### config.mk
export PLATFORM = sky130hd
export DESIGN_NAME = imem_loader
export DESIGN_NICKNAME = d
export VERILOG_FILES = /design/src/rtl/imem_loader_pkg.sv /design/src/rtl/imem_word_asm.sv /design/src/rtl/imem_loader.sv
export SDC_FILE = /design/constraint.sdc
export NUM_CORES = 1
export LEC_CHECK = 0
export CELL_PAD_IN_SITES_DETAIL_PLACEMENT = 1
export CELL_PAD_IN_SITES_GLOBAL_PLACEMENT = 1
export CORE_UTILIZATION = 30
export DETAILED_ROUTE_END_ITERATION = 7
export GPL_TIMING_DRIVEN = 0
export PLACE_DENSITY_LB_ADDON = 0.1
export RECOVER_POWER = 50
export SYNTH_ARGS = -nofsm -noshare
export SYNTH_HDL_FRONTEND = slang
export SYNTH_HIERARCHICAL = 1
export SYNTH_SLANG_ARGS = --single-unit
### constraint.sdc
create_clock -name clk -period 5.65 [get_ports clk]
set_input_delay 1.4125 -clock clk [delete_from_list [all_inputs] [get_ports clk]]
set_output_delay 1.4125 -clock clk [all_outputs]
set_load 0.005 [all_outputs]
### src/rtl/imem_loader_pkg.sv
// Shared definitions for the instruction-memory loader: word/byte geometry,
// default memory address width, frame count width and loader state encoding.
package imem_loader_pkg;

  localparam int unsigned WORD_W         = 32;
  localparam int unsigned BYTE_W         = 8;
  localparam int unsigned BYTES_PER_WORD = WORD_W / BYTE_W;
  localparam int unsigned DEFAULT_ADDR_W = 10;
  localparam int unsigned CNT_W          = 11;
  localparam int unsigned CNT_HI_W       = CNT_W - BYTE_W;

  typedef enum logic [2:0] {
    ST_IDLE   = 3'd0,
    ST_CNT_HI = 3'd1,
    ST_CNT_LO = 3'd2,
    ST_DATA   = 3'd3,
    ST_WRITE  = 3'd4,
    ST_DONE   = 3'd5
  } state_e;

endpackage

### src/rtl/imem_word_asm.sv
// Big-endian word assembler: shifts accepted bytes in and strobes when the
// fourth byte of a word arrives, presenting the complete word combinationally.
module imem_word_asm
  import imem_loader_pkg::*;
(
  input  logic              clk,
  input  logic              rst,
  input  logic              clear_i,
  input  logic              byte_en_i,
  input  logic [BYTE_W-1:0] byte_i,
  output logic              word_ready_c,
  output logic [WORD_W-1:0] word_next_c
);

  localparam int unsigned IDX_W   = $clog2(BYTES_PER_WORD);
  localparam int unsigned SHIFT_W = WORD_W - BYTE_W;

  logic [SHIFT_W-1:0] shift_q, shift_d;
  logic [IDX_W-1:0]   idx_q, idx_d;

  assign word_next_c  = {shift_q, byte_i};
  assign word_ready_c = byte_en_i && (idx_q == IDX_W'(BYTES_PER_WORD - 1));

  always_comb begin
    shift_d = shift_q;
    idx_d   = idx_q;
    if (clear_i) begin
      shift_d = '0;
      idx_d   = '0;
    end else if (byte_en_i) begin
      shift_d = {shift_q[SHIFT_W-BYTE_W-1:0], byte_i};
      idx_d   = idx_q + IDX_W'(1);
    end
  end

  always_ff @(posedge clk) begin
    if (rst) begin
      shift_q <= '0;
      idx_q   <= '0;
    end else begin
      shift_q <= shift_d;
      idx_q   <= idx_d;
    end
  end

endmodule

### src/rtl/imem_loader.sv
// Streams a length-prefixed program image into the instruction memory write
// port while holding the CPU pipeline in reset for the duration of the session.
module imem_loader
  import imem_loader_pkg::*;
#(
  parameter int unsigned       ADDR_W    = DEFAULT_ADDR_W,
  parameter logic [ADDR_W-1:0] BASE_ADDR = '0,
  parameter int unsigned       TIMEOUT   = 65535
) (
  input  logic              clk,
  input  logic              rst,
  input  logic              load_req,
  input  logic              byte_valid,
  input  logic [BYTE_W-1:0] byte_data,
  output logic              byte_ready,
  output logic              imem_we,
  output logic [ADDR_W-1:0] imem_addr,
  output logic [WORD_W-1:0] imem_data,
  output logic              cpu_hold,
  output logic              load_done,
  output logic              load_err
);

  localparam int unsigned TMO_W     = $clog2(TIMEOUT + 1);
  localparam int unsigned MAX_WORDS = 1 << ADDR_W;

  state_e              state_q, state_d;
  logic [CNT_HI_W-1:0] cnt_hi_q, cnt_hi_d;
  logic [CNT_W-1:0]    rem_q, rem_d;
  logic [ADDR_W-1:0]   addr_q, addr_d;
  logic [TMO_W-1:0]    tmo_q, tmo_d;

  logic              byte_ready_q, byte_ready_d;
  logic              imem_we_q, imem_we_d;
  logic [ADDR_W-1:0] imem_addr_q, imem_addr_d;
  logic [WORD_W-1:0] imem_data_q, imem_data_d;
  logic              cpu_hold_q, cpu_hold_d;
  logic              load_done_q, load_done_d;
  logic              load_err_q, load_err_d;

  logic              accept_c;
  logic              waiting_c;
  logic              tmo_hit_c;
  logic              err_set_c;
  logic [CNT_W-1:0]  count_c;
  logic              word_ready_c;
  logic [WORD_W-1:0] word_next_c;

  assign accept_c  = byte_valid && byte_ready_q;
  assign waiting_c = (state_q == ST_CNT_HI) || (state_q == ST_CNT_LO) || (state_q == ST_DATA);
  assign tmo_hit_c = (tmo_q == TMO_W'(TIMEOUT - 1));
  assign count_c   = {cnt_hi_q, byte_data};

  imem_word_asm u_asm (
    .clk          (clk),
    .rst          (rst),
    .clear_i      (state_q == ST_IDLE),
    .byte_en_i    (accept_c && (state_q == ST_DATA)),
    .byte_i       (byte_data),
    .word_ready_c (word_ready_c),
    .word_next_c  (word_next_c)
  );

  // Session sequencing, counters and next values of the registered outputs
  always_comb begin
    state_d   = state_q;
    cnt_hi_d  = cnt_hi_q;
    rem_d     = rem_q;
    addr_d    = addr_q;
    err_set_c = 1'b0;

    unique case (state_q)
      ST_IDLE: begin
        if (load_req) begin
          state_d = ST_CNT_HI;
          addr_d  = BASE_ADDR;
        end
      end
      ST_CNT_HI: begin
        if (accept_c) begin
          cnt_hi_d = byte_data[CNT_HI_W-1:0];
          state_d  = ST_CNT_LO;
        end else if (tmo_hit_c) begin
          err_set_c = 1'b1;
          state_d   = ST_DONE;
        end
      end
      ST_CNT_LO: begin
        if (accept_c) begin
          rem_d = count_c;
          if (count_c == '0) begin
            state_d = ST_DONE;
          end else if (32'(count_c) > MAX_WORDS) begin
            err_set_c = 1'b1;
            state_d   = ST_DONE;
          end else begin
            state_d = ST_DATA;
          end
        end else if (tmo_hit_c) begin
          err_set_c = 1'b1;
          state_d   = ST_DONE;
        end
      end
      ST_DATA: begin
        if (word_ready_c) begin
          state_d = ST_WRITE;
        end else if (!accept_c && tmo_hit_c) begin
          err_set_c = 1'b1;
          state_d   = ST_DONE;
        end
      end
      ST_WRITE: begin
        addr_d  = addr_q + ADDR_W'(1);
        rem_d   = rem_q - CNT_W'(1);
        state_d = (rem_q == CNT_W'(1)) ? ST_DONE : ST_DATA;
      end
      ST_DONE: state_d = ST_IDLE;
      default: state_d = ST_IDLE;
    endcase

    // Idle-cycle counter restarts on every accepted byte and every state change
    if (accept_c || (state_d != state_q) || !waiting_c) begin
      tmo_d = '0;
    end else begin
      tmo_d = tmo_q + TMO_W'(1);
    end

    byte_ready_d = (state_d == ST_CNT_HI) || (state_d == ST_CNT_LO) || (state_d == ST_DATA);
    imem_we_d    = (state_d == ST_WRITE);
    imem_addr_d  = (state_d == ST_WRITE) ? addr_q : imem_addr_q;
    imem_data_d  = word_ready_c ? word_next_c : imem_data_q;
    cpu_hold_d   = (state_d != ST_IDLE);
    load_done_d  = (state_d == ST_DONE);

    load_err_d = load_err_q;
    if ((state_q == ST_IDLE) && load_req) begin
      load_err_d = 1'b0;
    end else if (err_set_c) begin
      load_err_d = 1'b1;
    end
  end

  always_ff @(posedge clk) begin
    if (rst) begin
      state_q      <= ST_IDLE;
      cnt_hi_q     <= '0;
      rem_q        <= '0;
      addr_q       <= BASE_ADDR;
      tmo_q        <= '0;
      byte_ready_q <= 1'b0;
      imem_we_q    <= 1'b0;
      imem_addr_q  <= BASE_ADDR;
      imem_data_q  <= '0;
      cpu_hold_q   <= 1'b0;
      load_done_q  <= 1'b0;
      load_err_q   <= 1'b0;
    end else begin
      state_q      <= state_d;
      cnt_hi_q     <= cnt_hi_d;
      rem_q        <= rem_d;
      addr_q       <= addr_d;
      tmo_q        <= tmo_d;
      byte_ready_q <= byte_ready_d;
      imem_we_q    <= imem_we_d;
      imem_addr_q  <= imem_addr_d;
      imem_data_q  <= imem_data_d;
      cpu_hold_q   <= cpu_hold_d;
      load_done_q  <= load_done_d;
      load_err_q   <= load_err_d;
    end
  end

  assign byte_ready = byte_ready_q;
  assign imem_we    = imem_we_q;
  assign imem_addr  = imem_addr_q;
  assign imem_data  = imem_data_q;
  assign cpu_hold   = cpu_hold_q;
  assign load_done  = load_done_q;
  assign load_err   = load_err_q;

endmodule
Yosys cells after proc, flatten, opt, wreduce, memory -nomap -nowiden
Index checks and enable logic that the tools add are counted.
{"block": "word_totals", "output_inout_bits": 47, "input_bits": 12, "register_bits": 116}
{"block": "op_classes", "order_cmp": 1, "n_eq_ne": 15, "reduce_logical": 24, "n_mux": 22, "add_sub_neg": 4}
{"operator": "$mux 3", "count": 9}
{"operator": "$pmux 11 s2", "count": 1}
{"operator": "$pmux 10 s2", "count": 1}
{"operator": "$add 16x1->16 const B", "count": 1}
{"operator": "$eq 16x16->1 const B", "count": 1}
{"operator": "$pmux 3 s5", "count": 1}
{"operator": "$eq 3x2->1 const B", "count": 4}
{"operator": "$eq 11x1->1 const B", "count": 1}
{"operator": "$gt 11x11->1 const B", "count": 1}
{"operator": "$logic_not 11->1", "count": 1}
{"operator": "$mux 11", "count": 1}
{"operator": "$sub 11x1->11 const B", "count": 1}
{"operator": "$add 10x1->10 const B", "count": 1}
{"operator": "$mux 10", "count": 1}
{"operator": "$eq 3x3->1 const B", "count": 3}
{"operator": "$mux 1", "count": 7}
{"operator": "$eq 3x1->1 const B", "count": 2}
{"operator": "$logic_or 1x1->1", "count": 6}
{"operator": "$reduce_and 2->1", "count": 3}
{"operator": "$reduce_or 2->1", "count": 3}
{"operator": "$logic_and 1x1->1", "count": 5}
{"operator": "$ne 2x2->1 const B", "count": 2}
{"operator": "$reduce_bool 2->1", "count": 2}
{"operator": "$logic_not 3->1", "count": 1}
{"operator": "6 further kinds", "count": 7}

Logic depth before layout (Yosys ltp)
{"block": "depth", "word_depth": 10, "mapped_depth": 13}

Hierarchy
Netlist, hierarchy kept.
{"module": "imem_loader", "area_per_inst_um2": 3817.4, "n_inst": 1, "cells_per_inst": 432}
{"module": "imem_word_asm", "area_per_inst_um2": 1039.7, "n_inst": 1, "cells_per_inst": 95}

Worst setup path after synthesis
Ideal clock, no wire load.
{"block": "synth_timing", "path_kind": "in2reg", "start": "in byte_valid", "end": "reg tmo_q[10]", "n_path_buf": 4, "arrival_time_ps": 3453, "setup_slack_ps": 2080, "path_stages": 13, "path_cell_list": "nand2_1 > nor3b_1 > and2_1 > buf_6 > buf_6 > and2_1 > clkbuf_1 > nand2_1 > nor2_1 > a311oi_1 > o21ai_1 > buf_2 > nor2_1"}
{"block": "synth_via", "elab_cells_between_ends": 14}
{"item": "start: declaration", "line_no": "imem_loader.sv:13", "rtl": "input logic byte_valid,"}
{"item": "$logic_and 1x1->1", "line_no": "imem_loader.sv:49", "rtl": "assign accept_c = byte_valid && byte_ready_q;"}
{"item": "$logic_and 1x1->1", "line_no": "imem_loader.sv:58", "rtl": ".byte_en_i (accept_c && (state_q == ST_DATA)),"}
{"item": "$logic_and 1x1->1", "line_no": "imem_word_asm.sv:22", "rtl": "assign word_ready_c = byte_en_i && (idx_q == IDX_W'(BYTES_PER_WORD - 1));"}
{"item": "net word_ready_c", "line_no": "imem_loader.sv:46", "rtl": "logic word_ready_c;"}
{"item": "$mux 3", "line_no": "imem_loader.sv:105", "rtl": "if (word_ready_c) begin"}
{"item": "$pmux 3 s5", "line_no": "imem_loader.sv:72", "rtl": "unique case (state_q)"}
{"item": "$ne 3x3->1", "line_no": "imem_loader.sv:122", "rtl": "if (accept_c || (state_d != state_q) || !waiting_c) begin"}
{"item": "$logic_or 1x1->1 (2 in series)", "line_no": "imem_loader.sv:122"}
{"item": "$reduce_or 2->1 (no line)"}
{"item": "end signal: assignment", "line_no": "imem_loader.sv:162", "rtl": "tmo_q <= tmo_d;"}
{"item": "end: declaration", "line_no": "imem_loader.sv:31", "rtl": "logic [TMO_W-1:0] tmo_q, tmo_d;"}
The timed path passes the listed nets, and every way through them passes these cells.
A chain may end at the register's enable or synchronous reset.

Worst setup path after layout
{"block": "layout_timing", "start": "in byte_valid", "end": "reg tmo_q[15]"}
Same word-level chain as after synthesis.

==> metrics.md <==
| Metric | Value |
|---|---|
| Post-synth EDFFs | `0` |
| Seq. cell area | `0.00232 mm^2` |
| GR Util met1 | `21.3%` |
| Clk_skew | `0.00634 ns` |
| Routed wire length | `12700 um` |
| Critical Path Source Type | `primary input` |
| Peak supply drop | `0.203 mV` |
| Post-DP HPWL | `9060 um` |
| Placed insts | `801` |
| Largest family of logic cells by synthesized area | `simple AND/OR/NAND/NOR gates` |
| Net Count, Synth | `545` |
| Synth top area cells | `dfxtp_1, mux2i_1, nor2_1, nand2_1, a21oi_1` |
| Vias in the first global route | `4040` |
| DR DRC count | `0` |
| Initial Utilization | `30.7%` |
| H-tree level count | `4` |
| Die width | `129 um` |
| Min Tclk post-route | `4.50 ns` |
| DR vias/cell | `approximately 4.8` |
| Mux share of post-synthesis cell area | `13.5%` |
| Final hold vios | `0` |
| Initial antenna violation count | `0` |
| Num ports | `59` |
| Multi-input gate area | `0.00228 mm^2` |
| RSZ-0062 raised after global routing | `false` |
| Final TNS setup | `0 ns` |
| CP Class | `in2reg` |
| Total power | `1.99 mW` |
| Most used flip-flop cell after synthesis | `dfxtp_1` |
| DP Area | `0.00571 mm^2` |
| Std cell rows | `46` |
| ANT cells | `0` |
| Unique masters post-synth | `56` |
| Worst skew pair latency | `slightly above 0.4 ns` |
| Worst Path Max Fanout | `10` |
| Leak Pwr | `~2.3 nW` |
| Gr ovfl total | `0` |
| Largest net degree at the start of global routing | `17` |
| Setup ws final | `1.15 ns` |
| CTS tree | `done` |
| Final setup violation count | `0` |
| Met3 Usage GRT | `about 3.8%` |
| Final instance area | `0.00630 mm^2` |
| Top-area cell type share of the netlist area | `between 40% and 50%` |
| DRT iter0 DRCs | `138` |
| Synthesized area per cell | `9.22 um^2` |
| Core area | `0.0158 mm^2` |
| Synth Area in XOR/XNOR | `2.89%` |
| GRT Total Usage | `16.6%` |
| Root buf cell | `clkbuf_16` |
| PortBufs | `58` |
| Pwr dens | `316 mW/mm^2` |
| Least-Margin Pin Slew | `0.840 ns` |
| First-pass DRT Iterations | `4` |
| Wire per inst | `15.2 um` |
| CTS Hold Bufs | `0` |
| Post-DRT Antenna Nets | `0` |
| Most frequent cell after synthesis | `dfxtp_1` |
| CP Data Arrival Time | `roughly 4.8 ns` |
| Post-Synthesis Cells | `roughly 530` |
| Setup bufs post-CTS | `0` |
| Asr flop ratio synth | `0%` |
| Die Height | `129 um` |
| CP Capture Type | `flop` |
| Die Area | `0.0167 mm^2` |
| Worst slack at placement | `just under 0.8 ns` |
| Min-delay worst type | `reg2reg` |
| Outcome | `completed` |
| Fin crit share | `79.6%` |
| Post-synth top area cell | `dfxtp_1` |
| Sequential area share after synthesis | `47.8%` |
| # Max-Cap Violations | `0` |
| Global-route wire length before repair | `20900 um` |
| Seq cells post-synth | `116` |
| Post-synthesis compound-gate area fraction | `8.84%` |
| Worst Path Required | `5.95 ns` |
| Clock-pin transition on the worst setup and hold timing paths | `approximately 0.050 ns` |
| Post-CTS sizing | `0` |
| Layout cell share with drive strength beyond 1 | `a little under a tenth` |
| Met2 usage | `26.8%` |
| Relative slew slack | `44.0%` |
| Fillers | `approximately 1800` |
| Area grow syn2layout | `29.6%` |
| Adder-cell share of the synthesized area | `1.55%` |
| Clock Tree Buf Depth | `2` |
| CTS Sinks | `116` |
| Yosys warning count | `6` |
| Non-filler cells, final | `833` |
| TritonCTS Buffers | `17` |
| Post-Synth Simple-Gate Area | `20.2%` |
| Placer Congestion | `0.772` |
| Via Count | `3966` |
| Slew Limit Fails | `0` |
| Fmax | `222 MHz` |
| Post-Syn Area | `0.00486 mm^2` |
| Global-route layer with the greatest usage | `met2` |
| Synth cell count leaders | `dfxtp_1, nor2_1, mux2i_1, nand2_1, a21oi_1` |
| # nets final | `roughly 620` |
## layout make-up
class	count	area share, %
Tap cell	216	4.29
Clock buffer	23	7.43
Inverter	7	0.417
Clock inverter	9	2.03
Multi-Input combinational cell	367	36.2
Timing Repair Buffer	58	9.22
Sequential cell	116	36.9
Buffer	37	3.48
## layer usage
layer	vias to the layer above	routed length (um)
li1	1978	-
met1	1915	6300
met2	55	5820
met3	18	351
met4	0	224
met5	-	0
## flip-flops by register name, summed over array words and instances, names as in the netlist, 2 cells and up
name / cells
imem_data: 32
u_asm/shift_q: 24
tmo_q: 16
rem_q: 11
addr_q: 10
imem_addr: 10
cnt_hi_q: 3
state_q: 3
u_asm/idx_q: 2
## worst paths after layout
check	start	endpoint	slack [ns]	cells past startpoint
min	imem_addr[4]	imem_addr[4]	0.45	2
min reg2reg	imem_addr[4]	imem_addr[4]	0.45	2
max	byte_valid	tmo_q[15]	1.15	14
max reg2reg	state_q[2]	tmo_q[15]	2.30	13
## per-stage QoR
| step | util (%) | hold WS [ns] |
|---|---|---|
| 2_1_floorplan | - | 0.441 |
| 3_3_place_gp | 36.1 | 0.442 |
| 3_5_place_dp | 36.1 | 0.448 |
| 4_1_cts | 39.8 | 0.456 |
| 5_1_grt | 39.8 | 0.474 |
| 6_report | 39.8 | 0.449 |
## worst max-delay path, cell delays in order
cell and delay (ns):
dlygate4sd3_1 0.58, nand2_1 0.12, nor3b_1 0.33, and2_0 0.20
buf_6 0.17, buf_6 0.19, and2_1 0.14, clkbuf_1 0.44
nand2_1 0.18, nor2_1 0.23, a311oi_1 0.08, o21ai_1 0.33
buf_2 0.32, nor2_1 0.07
## logic make-up after synthesis
family | count (synthesis)
simple gates | 215
compound gates | 65
xor+xnor | 16
fa+ha+maj | 6
mux | 65
buf+inv | 44
flops | 116
## cells in the final DEF, fill, tap and decap left out, drive strengths merged, types with 11 or more instances in the layout
cell type / instances
nor2: 101
dlygate4sd3: 49
xor2: 11
dfxtp: 116
nand2: 48
nand3: 18
clkbuf: 41
a21oi: 26
buf: 19
mux2i: 61
## report_power, final
part           internal (mW)  switching (mW)  leakage, nW  total [mW]
Combinational         0.0289          0.0474         1.02      0.0763
Sequential             0.823         0.00300        0.935       0.826
Clock                  0.714           0.373        0.295        1.09
Total                   1.57           0.423         2.25        1.99
Note: power is estimated with default switching activity, not from simulation.
